--- src/rtl/fetch_unit_if.sv ---
`default_nettype none
// ============================================================================
// Module   : fetch_unit_if
// Purpose  : Instruction-memory read handshake bundle (address, request,
//            ack, read data) shared by the fetch sequencer and memory.
// Revision : 1.0
// ============================================================================
interface fetch_unit_if #(
    parameter int MEM_AW = 9
);
    logic [MEM_AW-1:0] mem_addr;
    logic              mem_rd;
    logic              mem_ack;
    logic [31:0]       mem_rdata;

    modport master (
        output mem_addr,
        output mem_rd,
        input  mem_ack,
        input  mem_rdata
    );

    modport slave (
        input  mem_addr,
        input  mem_rd,
        output mem_ack,
        output mem_rdata
    );
endinterface
`default_nettype wire

--- src/rtl/fetch_unit.sv ---
`default_nettype none
// ============================================================================
// Module   : fetch_unit
// Purpose  : Instruction-fetch sequencer: reads the word at PC over a
//            ready/ack handshake, then loads IR and PC+1 in one cycle.
// Revision : 1.0
// ============================================================================
module fetch_unit #(
    parameter int MEM_AW  = 9,
    parameter int TIMEOUT = 16
) (
    input  wire logic        clk,
    input  wire logic        reset,
    input  wire logic        start,
    input  wire logic        flush,
    input  wire logic [31:0] pc_q,
    output logic             pc_load,
    output logic [31:0]      pc_d,
    output logic             ir_load,
    output logic [31:0]      ir_d,
    output logic             busy,
    output logic             done,
    output logic             fault,
    fetch_unit_if.master     mem
);
    localparam int c_WCNT_W = (TIMEOUT > 1) ? $clog2(TIMEOUT) : 1;
    localparam logic [c_WCNT_W-1:0] c_WCNT_LAST = c_WCNT_W'(TIMEOUT - 1);

    typedef enum logic [1:0] {
        ST_IDLE  = 2'd0,
        ST_READ  = 2'd1,
        ST_LOAD  = 2'd2,
        ST_FAULT = 2'd3
    } state_t;

    state_t              state_q, state_d;
    logic [31:0]         pc_cap_q, pc_cap_d;
    logic [31:0]         mdr_q, mdr_d;
    logic [c_WCNT_W-1:0] wcnt_q, wcnt_d;

    always_comb begin
        state_d  = state_q;
        pc_cap_d = pc_cap_q;
        mdr_d    = mdr_q;
        wcnt_d   = wcnt_q;
        case (state_q)
            ST_IDLE: begin
                if (start) begin
                    pc_cap_d = pc_q;
                    wcnt_d   = '0;
                    state_d  = ST_READ;
                end
            end
            ST_READ: begin
                // Flush beats a same-cycle ack; ack beats the timeout.
                if (flush) begin
                    state_d = ST_IDLE;
                end else if (mem.mem_ack) begin
                    mdr_d   = mem.mem_rdata;
                    state_d = ST_LOAD;
                end else if (wcnt_q == c_WCNT_LAST) begin
                    state_d = ST_FAULT;
                end else begin
                    wcnt_d = wcnt_q + c_WCNT_W'(1);
                end
            end
            ST_LOAD:  state_d = ST_IDLE;
            ST_FAULT: state_d = ST_FAULT;
            default:  state_d = ST_IDLE;
        endcase
    end

    // Outputs are registered from the next-state decode so they line up
    // with the state they describe and never see an input combinationally.
    always_ff @(posedge clk) begin
        if (reset) begin
            state_q      <= ST_IDLE;
            pc_cap_q     <= '0;
            mdr_q        <= '0;
            wcnt_q       <= '0;
            pc_load      <= 1'b0;
            pc_d         <= '0;
            ir_load      <= 1'b0;
            ir_d         <= '0;
            busy         <= 1'b0;
            done         <= 1'b0;
            fault        <= 1'b0;
            mem.mem_rd   <= 1'b0;
            mem.mem_addr <= '0;
        end else begin
            state_q      <= state_d;
            pc_cap_q     <= pc_cap_d;
            mdr_q        <= mdr_d;
            wcnt_q       <= wcnt_d;
            pc_load      <= (state_d == ST_LOAD);
            pc_d         <= (state_d == ST_LOAD) ? pc_cap_d + 32'd1 : 32'd0;
            ir_load      <= (state_d == ST_LOAD);
            ir_d         <= (state_d == ST_LOAD) ? mdr_d : 32'd0;
            busy         <= (state_d == ST_READ) || (state_d == ST_LOAD);
            done         <= (state_d == ST_LOAD);
            fault        <= (state_d == ST_FAULT);
            mem.mem_rd   <= (state_d == ST_READ);
            mem.mem_addr <= (state_d == ST_READ) ? pc_cap_d[MEM_AW-1:0] : '0;
        end
    end
endmodule
`default_nettype wire

--- src/flat_wrapper.sv ---
// flat-port wrapper written by rule: the top's interface ports become plain ports
module fetch_unit_flat 
#(
    parameter int MEM_AW  = 9,
    parameter int TIMEOUT = 16
)
  (clk, reset, start, flush, pc_q, pc_load, pc_d, ir_load, ir_d, busy, done, fault, mem_mem_addr, mem_mem_rd, mem_mem_ack, mem_mem_rdata);
  fetch_unit_if #(.MEM_AW(MEM_AW)) mem_i ();
  input  wire logic clk;
  input  wire logic reset;
  input  wire logic start;
  input  wire logic flush;
  input  wire logic [31:0] pc_q;
  output logic pc_load;
  output logic [31:0] pc_d;
  output logic ir_load;
  output logic [31:0] ir_d;
  output logic busy;
  output logic done;
  output logic fault;
  output wire logic [$bits(mem_i.mem_addr)-1:0] mem_mem_addr;
  output wire logic [$bits(mem_i.mem_rd)-1:0] mem_mem_rd;
  input wire logic [$bits(mem_i.mem_ack)-1:0] mem_mem_ack;
  input wire logic [$bits(mem_i.mem_rdata)-1:0] mem_mem_rdata;
  assign mem_mem_addr = mem_i.mem_addr;
  assign mem_mem_rd = mem_i.mem_rd;
  assign mem_i.mem_ack = mem_mem_ack;
  assign mem_i.mem_rdata = mem_mem_rdata;
  fetch_unit #(.MEM_AW(MEM_AW), .TIMEOUT(TIMEOUT)) u_core (.clk(clk), .reset(reset), .start(start), .flush(flush), .pc_q(pc_q), .pc_load(pc_load), .pc_d(pc_d), .ir_load(ir_load), .ir_d(ir_d), .busy(busy), .done(done), .fault(fault), .mem(mem_i));
endmodule
--- config.mk ---
export PLATFORM = sky130hd
export DESIGN_NAME = fetch_unit_flat
export DESIGN_NICKNAME = d
export VERILOG_FILES = /design/src/rtl/fetch_unit_if.sv /design/src/rtl/fetch_unit.sv /design/src/flat_wrapper.sv
export SDC_FILE = /design/constraint.sdc
export NUM_CORES = 1
export LEC_CHECK = 0
export BUFFER_PORTS_ARGS = -buffer_cell sky130_fd_sc_hd__buf_2
export CAP_MARGIN = 20
export CORE_MARGIN = 3
export CORE_UTILIZATION = 45
export CTS_CLUSTER_SIZE = 25
export DETAILED_ROUTE_END_ITERATION = 10
export GPL_ROUTABILITY_DRIVEN = 0
export PLACE_DENSITY = 0.72
export SLEW_MARGIN = 20
export SYNTH_ARGS = -nofsm -noshare
export SYNTH_HDL_FRONTEND = slang
export SYNTH_SLANG_ARGS = --single-unit
--- constraint.sdc ---
create_clock -name clk -period 3.1 [get_ports clk]
set_clock_uncertainty 0.1 [all_clocks]
set_input_delay 0.31 -clock clk [delete_from_list [all_inputs] [get_ports clk]]
set_output_delay 0.31 -clock clk [all_outputs]
set_load 0.1 [all_outputs]
# Word-level counts from Yosys, hierarchy flattened
# Index checks and enable logic that the tools add are counted.
# word_totals
reg_bits	147
input_bits	69
out_inout_bits	79
wordCells	47
# classes
add_sub_neg	2
n_eq_ne	11
mux	15
bitwise_logic	2
n_reduce_logical	6
# ops
cell	count
$mux 32	5
$add 32x1->32 const B	1
$mux 4	4
$eq 2x2->1 const B	4
$mux 2	4
$ne 2x2->1 const B	4
$pmux 2 s4	1
$pmux 4 s2	1
$reduce_and 5->1	1
$add 4x1->4 const B	1
$eq 2x1->1 const B	2
$eq 4x4->1 const B	1
$reduce_or 2->1	2
$logic_not 2->1	1
$not 1->1	2
$reduce_bool 2->1	1
$logic_or 1x1->1	1

# Longest topological paths before layout
# depth
word_depth	8
ltp_mapped	13

# Worst setup path before layout
# OpenSTA, ideal clock, no wires.
# synth_timing
path_type	register to register
from	register u_core.state_q[0]
to	register u_core.pc_d[30]
setup_ps	115
arrival_ps	2811
slack_ps	74
stages_incl_launch_ff	14
period_less_slack_ps	3026
cell_sequence	dfxtp_1 buf_4 nor3b_2 buf_2 buf_6 buf_4 buf_4 mux2i_1 inv_1 ha_1 nand2_1 o32a_1 or4_1 and3_1
# synth_rtl
item	line	text
start, declared	fetch_unit.sv:36	state_t state_q, state_d;
start signal, assigned	fetch_unit.sv:91	state_q <= state_d;
$logic_not 2->1	fetch_unit.sv:46	case (state_q)
$mux 32	fetch_unit.sv:46	
via u_core.pc_cap_d[0]	fetch_unit.sv:37	logic [31:0] pc_cap_q, pc_cap_d;
$add 32x1->32	fetch_unit.sv:96	pc_d <= (state_d == ST_LOAD) ? pc_cap_d + 32'd1 : 32'd0;
end signal, assigned	fetch_unit.sv:96	
end, declared	fetch_unit.sv:18	output logic [31:0] pc_d,
# The timed path passes the listed nets, and every way through them passes these cells.
# A chain may end at the register's enable or synchronous reset.

# Worst setup path in the final report
# layout_timing
from	register u_core.state_q[1]
to	register u_core.pc_d[30]
# Same word-level chain as after synthesis.

==> metrics.log <==
[metrics] number of buffers created by CTS: 17
[metrics] proportion of synthesized chip area in sequential cells: about half
[metrics] minimum clock period after layout: 2708 ps
[metrics] upper clock frequency limit: 369.3 MHz
[metrics] endpoints failing hold: 0
[metrics] R2R cell count: 8
[metrics] post-layout util: approximately three fifths
[metrics] post-synth top area cell: sky130_fd_sc_hd__dfxtp_1
[metrics] commonest cells after routing, fill and taps aside: sky130_fd_sc_hd__buf_2, sky130_fd_sc_hd__dfxtp_1, sky130_fd_sc_hd__nand2_1, sky130_fd_sc_hd__nor2_1, sky130_fd_sc_hd__a21oi_1
[metrics] share of synthesized registers carrying an async set or reset: 0%
[metrics] leakage: between 0.003 and 0.004 uW
[metrics] average size of a mapped cell: ~9.3 sq um
[metrics] clock transition time at the flip-flop clock pins of the worst setup and hold paths: 60 ps
[metrics] number of buffers on the longest clock path: 2
[metrics] number of synthesized flops with an enable pin: 0
[metrics] Post-DRT Antenna Nets: 0
[metrics] required time worst endpoint: between 3000 and 4000 ps
[metrics] clock tree from TritonCTS: yes
[metrics] synthesized net count: ~700
[metrics] maximum number of pins on one net before global-route repair: 36
[metrics] outcome: complete, no violations
[metrics] placed wire-length estimate: 10340 um
[metrics] met2 Use GR: 32.56%
[metrics] Via-to-Cell Ratio: roughly 5.3
[metrics] Clk Latency, worst-skew pair: about 420 ps
[metrics] top fanout value on the critical path: 13
[metrics] first-pass detailed-route iteration total: 7
[metrics] setup repair after global routing missed its margin: no
[metrics] Filler Cells Inserted: around 1100
[metrics] Setup WS pre-CTS: about 440 ps
[metrics] Cell Area, Placed: 6698 sq um
[metrics] worst slew slack as a fraction of its limit: roughly 65%
[metrics] startpoint types: flop
[metrics] final-report setup violation count: 0
[metrics] DRC marker count from the first detailed-route iteration: between 400 and 500
[metrics] Num Clock Sinks: between 100 and 150
[metrics] final max-slew violation count: 0
[metrics] area of the core: between 10000 and 15000 sq um
[metrics] capture point of the critical path: u_core.pc_d[30]
[metrics] data arrival time at the worst-slack endpoint: around 2900 ps
[metrics] R2R Path End: u_core.pc_d[30]
[metrics] vias in the first global route: roughly 4700
[metrics] global router's overall resource usage: between 20% and 30%
[metrics] Chip Width: ~120 um
[metrics] worst reg2reg path startpoint: u_core.state_q[1]
[metrics] average wire per cell in the routed design: between 15 and 20 um
[metrics] areal power density over the cells: ~600 nW/um^2
[metrics] number of gates given a new drive strength after cts: 0
[metrics] Synth Flop Type: sky130_fd_sc_hd__dfxtp_1
[metrics] nets: roughly 840
[metrics] final worst path period share: between 80 and 90%
[metrics] Detailed Route WL: 14600 um
[metrics] total non-filler cell area in the finished layout: about 7300 sq um
[metrics] CP startpoint: u_core.state_q[1]
[metrics] post-synthesis cell type count: 60
[metrics] remaining global-route overflow: 0
[metrics] reported max-cap violation count: 0
[metrics] Yosys warning total: 0
[metrics] wire length of the first global-routing pass: between 20000 and 25000 um
[metrics] number of H-tree levels: 4
[metrics] GR Util met1: 26.38%
[metrics] worst slew pin tran: 510.6 ps
[metrics] gate count after technology mapping: approximately 630
[metrics] clock root buffer: sky130_fd_sc_hd__clkbuf_16
[metrics] start-to-end type of the worst setup path: flop to flop
[metrics] accumulated negative setup slack: 0 ps
[metrics] gr busiest metal: met2
[metrics] register-to-register setup slack: 390 ps
[metrics] number of ports placed on the die boundary: between 100 and 150
[metrics] total DRC errors in the routed layout: 0
[metrics] Worst Hold Class: input pin to flop
[metrics] via count: 5010
[metrics] Critical Path End Type: flop
[metrics] fin worst setup slack: between 300 and 400 ps
[metrics] largest vdd supply drop: roughly 0.40 mV
[metrics] Yosys top cell area share: about 50%
[metrics] starting density of the core: between 40% and 50%
[metrics] cell types occupying the most area after synthesis: sky130_fd_sc_hd__dfxtp_1, sky130_fd_sc_hd__mux2i_1, sky130_fd_sc_hd__nand2_1, sky130_fd_sc_hd__nor2_1, sky130_fd_sc_hd__and2_1
[metrics] count of hold buffers inserted by post-cts repair: 0
[metrics] met3 usage in global routing: about 6.4%
[metrics] count of buffers from port buffering: between 100 and 150
[metrics] Die H: 119.9 um
[metrics] number of setup buffers added after CTS: 0
[metrics] row cnt: 40
[metrics] total standard cell area after synthesis: slightly below 6000 sq um
[metrics] #FFs+latches synth: approximately 150
[metrics] initial antenna violation count: 0
[metrics] fraction of final layout cells with drive strength greater than 1: roughly a quarter
[metrics] die area: between 10000 and 15000 sq um
[metrics] Area growth syn-to-layout: 24.86%
==> worst max-delay path: stages (launching register included) <==
cell,delay [ps]
sky130_fd_sc_hd__dfxtp_1,440
sky130_fd_sc_hd__nor3b_4,340
sky130_fd_sc_hd__mux2i_1,160
sky130_fd_sc_hd__inv_1,110
sky130_fd_sc_hd__ha_1,300
sky130_fd_sc_hd__nand4_1,210
sky130_fd_sc_hd__o32a_1,250
sky130_fd_sc_hd__or4_1,490
sky130_fd_sc_hd__and3_1,170
==> cell families after synthesis <==
| kind of cell | synth area share [%] |
|---|---|
| and+or+nand+nor | 25.63 |
| DFF | 50.41 |
| AOI/OAI and AO/OA | 9.387 |
| buffers and inverters | 3.900 |
| muxes | 7.201 |
| xor gates and xnor gates | 2.400 |
| adders and majority gates | 1.072 |
==> state kept, by name, indices dropped and copies added (netlist names) <==
name,cells
u_core.pc_d,32
u_core.ir_d,32
u_core.mem.mem_rd,1
u_core.wcnt_q,4
u_core.mem.mem_addr,9
u_core.done,1
u_core.fault,1
u_core.pc_cap_q,32
u_core.mdr_q,32
u_core.state_q,2
u_core.busy,1
==> final cells by class <==
type	instances	area, sq um	share of cell area (%)
flip-flops and latches	147	2943	40.37
multi-input cells	436	2689	36.89
repair buffers	158	818.3	11.23
clock buffers	18	439.2	6.025
well taps	168	210.2	2.884
clock inverters	13	150.1	2.060
inverters	10	37.54	0.5149
diodes	1	2.502	0.03433
==> per-stage QoR <==
step / hold WS, ps / total power [uW] / instances
finish: 36.51 / 4393 / 951
global route: 28.92 / 4568 / 950
CTS: 27.27 / 4427 / 950
detailed placement: 346.6 / 2410 / 919
global placement: 340.0 / 2404 / 919
floorplan: 333.9 / 2292 / 629
==> where the power goes <==
| part | switching [uW] | total (uW) | leakage (uW) | internal, uW |
|---|---|---|---|---|
| combinational | 269 | 403 | 0.00160 | 134 |
| sequential | 34.3 | 1970 | 0.00119 | 1940 |
| clock | 805 | 2020 | 0.000284 | 1210 |
| total | 1110 | 4390 | 0.00308 | 3290 |
==> synth_stat cells (2+ instances only) <==
cell / instances
sky130_fd_sc_hd__dfxtp_1: 147
sky130_fd_sc_hd__nand2_1: 85
sky130_fd_sc_hd__nor2_1: 66
sky130_fd_sc_hd__a21oi_1: 40
sky130_fd_sc_hd__mux2i_1: 35
sky130_fd_sc_hd__and2_1: 34
sky130_fd_sc_hd__nor3_1: 24
sky130_fd_sc_hd__nand3_1: 22
sky130_fd_sc_hd__clkbuf_1: 20
sky130_fd_sc_hd__xnor2_1: 12
sky130_fd_sc_hd__inv_1: 9
sky130_fd_sc_hd__and3_1: 8
sky130_fd_sc_hd__nand4_1: 8
sky130_fd_sc_hd__nor4_1: 7
sky130_fd_sc_hd__and4_1: 6
sky130_fd_sc_hd__buf_4: 6
sky130_fd_sc_hd__nand2b_1: 6
sky130_fd_sc_hd__o21a_1: 6
sky130_fd_sc_hd__o21ai_0: 6
sky130_fd_sc_hd__ha_1: 5
sky130_fd_sc_hd__nor3b_1: 5
sky130_fd_sc_hd__o31ai_1: 5
sky130_fd_sc_hd__buf_1: 4
sky130_fd_sc_hd__buf_6: 4
sky130_fd_sc_hd__o31a_1: 4
sky130_fd_sc_hd__xor2_1: 4
sky130_fd_sc_hd__a211oi_1: 3
sky130_fd_sc_hd__a31oi_1: 3
sky130_fd_sc_hd__mux2_1: 3
sky130_fd_sc_hd__nor3b_2: 3
sky130_fd_sc_hd__o21ai_1: 3
sky130_fd_sc_hd__buf_2: 2
sky130_fd_sc_hd__nor2b_1: 2
sky130_fd_sc_hd__nor4_2: 2
sky130_fd_sc_hd__nor4b_2: 2
sky130_fd_sc_hd__o211ai_1: 2
sky130_fd_sc_hd__o221ai_1: 2
sky130_fd_sc_hd__o41ai_1: 2
==> worst min path at each step <==
stage,start,end,slack [ps],cells after the start
after detailed placement,u_core.mdr_q[30],u_core.mdr_q[30],350,2
after CTS,mem_mem_rdata[26],u_core.mdr_q[26],30,3
after floorplan,u_core.mdr_q[0],u_core.mdr_q[0],330,2
after global routing,mem_mem_rdata[11],u_core.mdr_q[11],30,3
after global placement,u_core.mdr_q[15],u_core.mdr_q[15],340,2
final,mem_mem_rdata[26],u_core.mdr_q[26],40,3
==> per-layer routing <==
metal | wire (um) | vias up
met5 | 0 | -
met4 | 172 | 0
met3 | 1252 | 23
met2 | 6871 | 253
met1 | 6300 | 2283
li1 | - | 2451
(Power assumes the default switching activity.)
